$ cat src/rtl/proc_step_control.sv
// rtl/proc_step_control.sv - instruction fetch and per-step control strobe decoder
module proc_step_control (
    input  logic       MClock,
    input  logic       Resetn,
    input  logic       Run,
    input  logic [8:0] DIN,
    input  logic [1:0] Tstep,
    output logic       Clear,
    output logic [7:0] Rin,
    output logic [7:0] Rout,
    output logic       DINout,
    output logic       Ain,
    output logic       Gin,
    output logic       Gout,
    output logic       AddSub,
    output logic       Done
);

    localparam logic [2:0] OP_MV  = 3'b000;
    localparam logic [2:0] OP_MVI = 3'b001;
    localparam logic [2:0] OP_ADD = 3'b010;
    localparam logic [2:0] OP_SUB = 3'b011;

    logic [8:0] ir_q, ir_d;
    logic       busy_q, busy_d;

    logic [2:0] opcode;
    logic [7:0] x_onehot;
    logic [7:0] y_onehot;
    logic       fetch;

    assign opcode   = ir_q[8:6];
    assign x_onehot = 8'd1 << ir_q[5:3];
    assign y_onehot = 8'd1 << ir_q[2:0];

    // A fetch happens only from an idle block sitting at step 0 with Run raised.
    assign fetch = ~busy_q & (Tstep == 2'd0) & Run;

    // Decode the strobes for the current step of the held instruction.
    always_comb begin
        Rin    = 8'd0;
        Rout   = 8'd0;
        DINout = 1'b0;
        Ain    = 1'b0;
        Gin    = 1'b0;
        Gout   = 1'b0;
        AddSub = 1'b0;
        Done   = 1'b0;
        if (busy_q) begin
            case (opcode)
                OP_MV: begin
                    if (Tstep == 2'd1) begin
                        Rout = y_onehot;
                        Rin  = x_onehot;
                        Done = 1'b1;
                    end
                end
                OP_MVI: begin
                    // The immediate is whatever DIN carries during this step.
                    if (Tstep == 2'd1) begin
                        DINout = 1'b1;
                        Rin    = x_onehot;
                        Done   = 1'b1;
                    end
                end
                OP_ADD, OP_SUB: begin
                    case (Tstep)
                        2'd1: begin
                            Rout = x_onehot;
                            Ain  = 1'b1;
                        end
                        2'd2: begin
                            Rout   = y_onehot;
                            Gin    = 1'b1;
                            AddSub = (opcode == OP_SUB);
                        end
                        2'd3: begin
                            Gout = 1'b1;
                            Rin  = x_onehot;
                            Done = 1'b1;
                        end
                        default: begin
                        end
                    endcase
                end
                default: begin
                    // Opcodes 1xx retire as no-ops after a single step.
                    if (Tstep == 2'd1) begin
                        Done = 1'b1;
                    end
                end
            endcase
        end
    end

    // Hold the step counter at zero whenever no instruction is progressing.
    assign Clear = Done | (~busy_q & ~((Tstep == 2'd0) & Run));

    // Next state: latch the instruction on fetch, drop busy once it retires.
    always_comb begin
        ir_d   = ir_q;
        busy_d = busy_q;
        if (fetch) begin
            ir_d   = DIN;
            busy_d = 1'b1;
        end else if (Done) begin
            busy_d = 1'b0;
        end
    end

    // State registers; reset abandons any instruction in flight.
    always_ff @(posedge MClock or negedge Resetn) begin
        if (!Resetn) begin
            ir_q   <= 9'd0;
            busy_q <= 1'b0;
        end else begin
            ir_q   <= ir_d;
            busy_q <= busy_d;
        end
    end

endmodule
$ cat config.mk
export PLATFORM = sky130hd
export DESIGN_NAME = proc_step_control
export DESIGN_NICKNAME = d
export VERILOG_FILES = /design/src/rtl/proc_step_control.sv
export SDC_FILE = /design/constraint.sdc
export NUM_CORES = 1
export LEC_CHECK = 0
export BUFFER_PORTS_ARGS = -buffer_cell sky130_fd_sc_hd__buf_2
export CELL_PAD_IN_SITES_DETAIL_PLACEMENT = 1
export CELL_PAD_IN_SITES_GLOBAL_PLACEMENT = 1
export CORE_UTILIZATION = 35
export CTS_BUF_LIST = sky130_fd_sc_hd__clkbuf_8
export CTS_CLUSTER_DIAMETER = 80
export DETAILED_ROUTE_END_ITERATION = 7
export PLACE_DENSITY = 0.77
export SLEW_MARGIN = 25
export SYNTH_ARGS = -nofsm -noshare
export SYNTH_HDL_FRONTEND = slang
export SYNTH_SLANG_ARGS = --single-unit
$ cat constraint.sdc
create_clock -name MClock -period 1.6 [get_ports MClock]
set_input_delay 0.16 -clock MClock [delete_from_list [all_inputs] [get_ports MClock]]
set_output_delay 0.16 -clock MClock [all_outputs]
set_load 0.01 [all_outputs]
==> impl_metrics.tcl, run 1 <==
set metrics [dict create \
    run_status "finished, violations left" \
    violations "setup timing" \
    chipWidth_um 51.3 \
    rr_startpoint "busy_q$_DFFE_PN0P_" \
    powerDensity_nw_per_um2 1110 \
    drv_slew 0 \
    busiest_layer "met2" \
    antenna_left 0 \
    cts.sinks 10 \
    synth_area_um2 850 \
    port_buffers 36 \
    reg2reg_slack_ns 0.29 \
    synth_top_family_by_area "simple AND/OR/NAND/NOR gates" \
    cts_buffer_depth 2 \
    crit_path_max_fanout 4 \
    crit_chain "nand2b_4, or4b_4, o22ai_1, buf_2" \
    synth_warnings 0 \
    period_minus_slack_ns 1.77 \
    rows 17 \
    die_h_um 51.3 \
    holdPathEnd "ir_q[4]$_DFFE_PN0P_" \
    fin_hold_ws_ns 0.153 \
    critPathLaunchType "register" \
    diodes 0 \
    regArea_um2 254 \
    pwr-share-comb_pct 43.9 \
    htree_levels 1 \
    wl_per_cell_um 16.0 \
    clockRootBuffer "clkbuf_8" \
    slowest_delay_ns 0.52 \
    net-switching-power_mw 0.533 \
    vias 893 \
    ir_worst_vdd_uv 704 \
    drive_above_1_share_pct 55.1 \
    reg2reg_depth 4 \
    grt_use_met3_pct 2.08 \
    cts_tree "done" \
    start_util_pct 37.7 \
    synth_edf_count 0 \
    critPathRequiredTime_ns 1.44 \
    grt_pass1_wl_um 4060 \
    grtUsageMet2_pct 36.8 \
    hp-class "in2reg" \
    regToRegEndpoint "ir_q[4]$_DFFE_PN0P_" \
    nets 158 \
    overflow 0 \
    leakage_nw 0.585 \
    sw_frac_of_total_pct 39.0 \
    synth_compound_area_share_pct 16.1 \
    synth_mux_area_share_pct 14.4 \
    ios 37 \
    use_met1_pct 24.6 \
    clock.fmax_mhz 564 \
    grt_pass1_vias 911 \
    finalPower_mw 1.37 \
    clkTransAtPathRegs_ns 0.04 \
    syn-mean-instance-area_um2 9.14 \
    drt-total-wl_um 2660 \
    synth_xor_xnor_area_share_pct 0 \
    numCtsBuffers 3 \
    dp_slack_ns -0.0556 \
    worst_pin_slew_ns 0.409 \
    hold_path.startpoint "DIN[4]" \
    p_int_mw 0.834 \
    rsz0062_at_grt "yes" \
    setup_viol 14 \
    yosysUniqueCellTypes 30 \
    area_delta_synth_final_pct 45.1 \
    yosys.area_share.adder_pct 5.89 \
    post-route-period-util_pct 111 \
    yosysSeqAreaShare_pct 29.5 \
    synthArstFlopShare_pct 100 \
    cpMaxStageDelayCell "or4b_4" \
    hold_viol 0 \
    dp_cells 158 \
    instances_no_fill 166 \
    fin_skew_ns 0.000312 \
    dieArea_um2 2630 \
    power_frac_seq_pct 38.0 \
    hpwl_um 1950 \
    grtUsageTotal_pct 20.4 \
    worst_slack_ns -0.173 \
    path_class "reg2out" \
    cp.arrival_ns 1.61 \
    ys_ff_latch 10 \
    core_um2 2250 \
    syn_nets 111 \
    synth_ff_type "dfrtp_1" \
    synth-simple-area-share_pct 29.9 \
    gp_congestion 0.809 \
    worstSetupEndpointType "primary output" \
    hold_depth 2 \
    drt_iter0_markers 11 \
    drtPass1Iterations 6 \
    clockPowerShare_pct 18.0 \
    multiInputGateArea_um2 614 \
    clk_latency_ns 0.23 \
    n_fill_cell 285 \
    drc_errors 0 \
    antenna_found_initial 0 \
    synth_cells 93 \
    slew_headroom_pct 72.7 \
    grt_max_degree 12 \
    viasPerCell 5.38 \
    drv_cap 0 \
]
## cell usage after synthesis (all sizes together), types with 2 or more instances
| cell type | instances | share of area (%) |
|---|---|---|
| buf | 2 | 1.2 |
| nand2b | 3 | 3.1 |
| nor2 | 9 | 4.0 |
| a31oi | 2 | 1.5 |
| and2 | 2 | 1.5 |
| a32oi | 4 | 4.1 |
| nand3b | 4 | 3.5 |
| ha | 4 | 5.9 |
| o22ai | 8 | 6.6 |
| nand3 | 4 | 2.4 |
| mux2 | 10 | 13 |
| and3 | 3 | 2.7 |
| dfrtp | 10 | 29 |
| nor2b | 7 | 5.2 |
| nand2 | 2 | 0.88 |
| inv | 3 | 1.3 |
| nor3 | 2 | 1.2 |
| clkbuf | 4 | 1.8 |
| a22oi | 2 | 1.8 |
## per-stage QoR
stage,cell area (µm²),util [%],setup TNS [ns]
4_1_cts,1200,53.1,-0.999
6_report,1230,54.7,-1.34
2_1_floorplan,850,-,0
3_3_place_gp,1090,48.4,-0.0116
3_5_place_dp,1090,48.4,-0.316
5_1_grt,1230,54.7,-2.28
## logic make-up (layout without fill, tap and decap cells)
group           Yosys count  in the layout
simple gates             41             41
compound gates           18             18
mux                      11             11
flops                    10             10
buf+inv                   9             54
fa+ha+maj                 4              4
## flip-flops by register name, indices dropped and copies added, names as in the netlist
register and cells:
busy_q 1, ir_q 9
## power groups by stage
stage	logic, mW	registers, mW	clock network (mW)
2_1_floorplan	0.399	0.401	0
3_3_place_gp	0.463	0.485	0
3_5_place_dp	0.484	0.499	0
4_1_cts	0.552	0.499	0.256
5_1_grt	0.651	0.537	0.271
6_report	0.600	0.520	0.247
## final cells by class
type                    instances  area share, %
clock buffers                   3           3.35
inverters                       3          0.914
multi-input cells              74           49.8
flip-flops and latches         10           20.6
well taps                      28           2.84
repair buffers                 48           22.4
## worst max path at each step
stage | end | startpoint | cells after the start | slack, ns
5_1_grt | Rout[1] | ir_q[7]$_DFFE_PN0P_ | 4 | -0.23
3_5_place_dp | Rout[7] | Tstep[1] | 7 | -0.06
3_3_place_gp | Rout[2] | Tstep[1] | 7 | -0.006
6_report | Rout[1] | ir_q[7]$_DFFE_PN0P_ | 4 | -0.17
2_1_floorplan | Rout[5] | ir_q[7]$_DFFE_PN0P_ | 3 | 0.12
4_1_cts | Rout[3] | ir_q[7]$_DFFE_PN0P_ | 4 | -0.14
## worst max-delay path, delay by kind of cell (launching register included)
| family | cells | cell delay [ns] |
|---|---|---|
| simple gates | 2 | 0.67 |
| compound gates | 1 | 0.17 |
| flops | 1 | 0.37 |
| buf+inv | 1 | 0.17 |
## cell usage in the layout, fill, tap and decap left out, drive strengths merged, types with 2 or more instances in the layout
| cell | n |
|---|---|
| ha | 4 |
| a32oi | 4 |
| nand2b | 3 |
| clkbuf | 3 |
| nor2b | 7 |
| inv | 3 |
| a22oi | 2 |
| and3 | 3 |
| buf | 47 |
| nor2 | 9 |
| a31oi | 2 |
| nand3b | 4 |
| and2 | 2 |
| nand2 | 2 |
| mux2 | 10 |
| nor3 | 2 |
| o22ai | 8 |
| dfrtp | 10 |
| nand3 | 4 |
## routing by layer
layer | vias to the layer above | share of wire, %
li1 | 435 | -
met1 | 422 | 43
met2 | 32 | 51
met3 | 4 | 4.2
met4 | 0 | 1.3
met5 | - | 0
## repair_timing
action | in CTS | in global routing
gates resized for setup | 8 | 7
hold buffers | 1 | 0
hold endpoints to repair | 10 | 0
endpoints found under the setup margin | 13 | 19
pin swaps | 5 | 2
setup buffers | 3 | 1
(Power assumes the default switching activity.)
==> run 2, diff against run 1 <==
Settings changed: RECOVER_POWER set to 25.
==> run 2 against run 1 <==
  * The run still ends with setup timing left
  * Clock power is essentially flat
  * Via count is the same
  * Critical path depth is the same
  * Combinational power is essentially flat
  * Highest routed layer unchanged
  * Clock-buffer cell count is the same
  * Global-route usage is the same
  * Register-to-register slack is essentially flat
  * Sequential share of layout area is essentially flat
  * Maximum frequency is essentially flat
  * Critical path type unchanged
==> impl_metrics.tcl, run 2 (synthesis gave the netlist of run 1 again) <==
set metrics [dict create \
    run_status "finished, violations left" \
    violations "setup timing" \
    worst_pin_slew_ns 0.532 \
    crit_path_max_fanout 4 \
    drt_iter0_markers 9 \
    rsz0062_at_grt "yes" \
    nets 158 \
    setup_viol 14 \
    hp-class "in2reg" \
    ir_worst_vdd_uv 704 \
    dp_slack_ns -0.0556 \
    worst_slack_ns -0.174 \
    cts_buffer_depth 2 \
    wl_per_cell_um 16.0 \
    area_delta_synth_final_pct 44.9 \
    cpMaxStageDelayCell "or4b_4" \
    dieArea_um2 2630 \
    dp_cells 158 \
    clk_latency_ns 0.23 \
    fin_tns_setup_ns -1.34 \
    chipWidth_um 51.3 \
    path_buf_inv 1 \
    core_um2 2250 \
    path_class "reg2out" \
    crit_cells 4 \
    overflow 0 \
    final_common_cell "buf_2" \
    post-route-period-util_pct 111 \
    port_buffers 36 \
    instances_no_fill 166 \
    hpwl_um 1950 \
    rr_startpoint "busy_q$_DFFE_PN0P_" \
    drive_above_1_share_pct 54.3 \
    regToRegEndpoint "ir_q[4]$_DFFE_PN0P_" \
    final_core_util_pct 54.6 \
    biggestRegsByFlops "ir_q: 9 flops, busy_q: 1 flops" \
    crit_chain "nand2b_4, or4b_4, o22ai_1, buf_2" \
    largest_reg_flops 9 \
    cpLargestDelayFamily "simple AND/OR/NAND/NOR gates" \
    grt_pass1_wl_um 4060 \
    leakage_nw 0.583 \
    reg2reg_slack_ns 0.29 \
    drv_cap 0 \
    gp_congestion 0.809 \
    slew_headroom_pct 64.5 \
    drc_errors 0 \
    design_area_um2 1230 \
    final_cell_mix "buf_2 (35), buf_4 (10), mux2_2 (9), nor2_1 (9)" \
    period_minus_slack_ns 1.77 \
    die_h_um 51.3 \
    cts.sinks 10 \
    powerDensity_nw_per_um2 1110 \
    hold_viol 0 \
    ios 37 \
    htree_levels 1 \
    drtPass1Iterations 6 \
    slowest_delay_ns 0.52 \
    place_area_um2 1090 \
    rows 17 \
    vias 893 \
    clockRootBuffer "clkbuf_8" \
    grtUsageTotal_pct 20.4 \
    viasPerCell 5.38 \
    drv_slew 0 \
    hold_depth 2 \
    clock.fmax_mhz 564 \
    grt_max_degree 12 \
    regMostFlops "ir_q" \
    antenna_found_initial 0 \
    grt_pass1_vias 911 \
    worstSetupEndpointType "primary output" \
    cp.arrival_ns 1.61 \
    antenna_left 0 \
    diodes 0 \
    critPathLaunchType "register" \
    reg2reg_depth 4 \
    numCtsBuffers 3 \
    clkTransAtPathRegs_ns 0.04 \
    holdPathEnd "ir_q[4]$_DFFE_PN0P_" \
    drt-total-wl_um 2650 \
    hold_path.startpoint "DIN[4]" \
    cts_tree "done" \
    fin_skew_ns 0.000236 \
    start_util_pct 37.7 \
    critPathRequiredTime_ns 1.44 \
]
run 2: cell types whose count changed in the layout (fill, tap and decap cells not counted), sizes merged:
| cell | delta |
|---|---|
| buf | -1 |
| clkbuf | +1 |
run 2: report_power, final:
group	switching, mW	internal (mW)	leakage [nW]
logic	0.276	0.324	0.446
registers	0.174	0.347	0.116
clock network	0.0831	0.163	0.0216
run 2: cell type report:
| class | instances | area, µm² |
|---|---|---|
| sequential | 10 | 254 |
| clock buffer | 3 | 41.3 |
| inverter | 3 | 11.3 |
| multi-input combinational | 74 | 614 |
| timing repair buffer | 48 | 275 |
| tap | 28 | 35.0 |
| fill | 286 | 1020 |
run 2: worst max path at each step:
| stage | start | end | slack (ns) |
|---|---|---|---|
| after detailed placement | Tstep[1] | Rout[7] | -0.06 |
| final | ir_q[7]$_DFFE_PN0P_ | Rout[1] | -0.17 |
| after floorplan | ir_q[7]$_DFFE_PN0P_ | Rout[5] | 0.12 |
| after global placement | Tstep[1] | Rout[2] | -0.006 |
| after CTS | ir_q[7]$_DFFE_PN0P_ | Rout[3] | -0.14 |
| after global routing | ir_q[7]$_DFFE_PN0P_ | Rout[1] | -0.23 |
run 2: stage by stage:
step | power (mW) | hold slack, ns
CTS | 1.31 | 0.153
global placement | 0.948 | 0.0222
finish | 1.37 | 0.153
global route | 1.46 | 0.164
floorplan | 0.800 | -0.136
detailed placement | 0.982 | 0.0289
run 2: per-layer routing:
layer / share of wire (%) / vias to the layer above / global-route usage, %
met5: 0 / - / 0
met2: 51 / 32 / 36.8
li1: - / 435 / -
met4: 1.3 / 0 / 8.11
met1: 43 / 422 / 24.6
met3: 4.3 / 4 / 2.08
run 2: worst register-to-register path: stages, from the launching register on:
cell      delay, ns
dfrtp_2        0.39
buf_4          0.15
nand3b_1       0.15
buf_4          0.18
mux2_1         0.32
run 2: repair_timing:
action	in CTS	in global routing
hold buffers	1	0
setup buffers	3	1
pin swaps	5	2
gates resized for setup	8	7
setup endpoints to repair	13	19
endpoints found under the hold margin	10	0
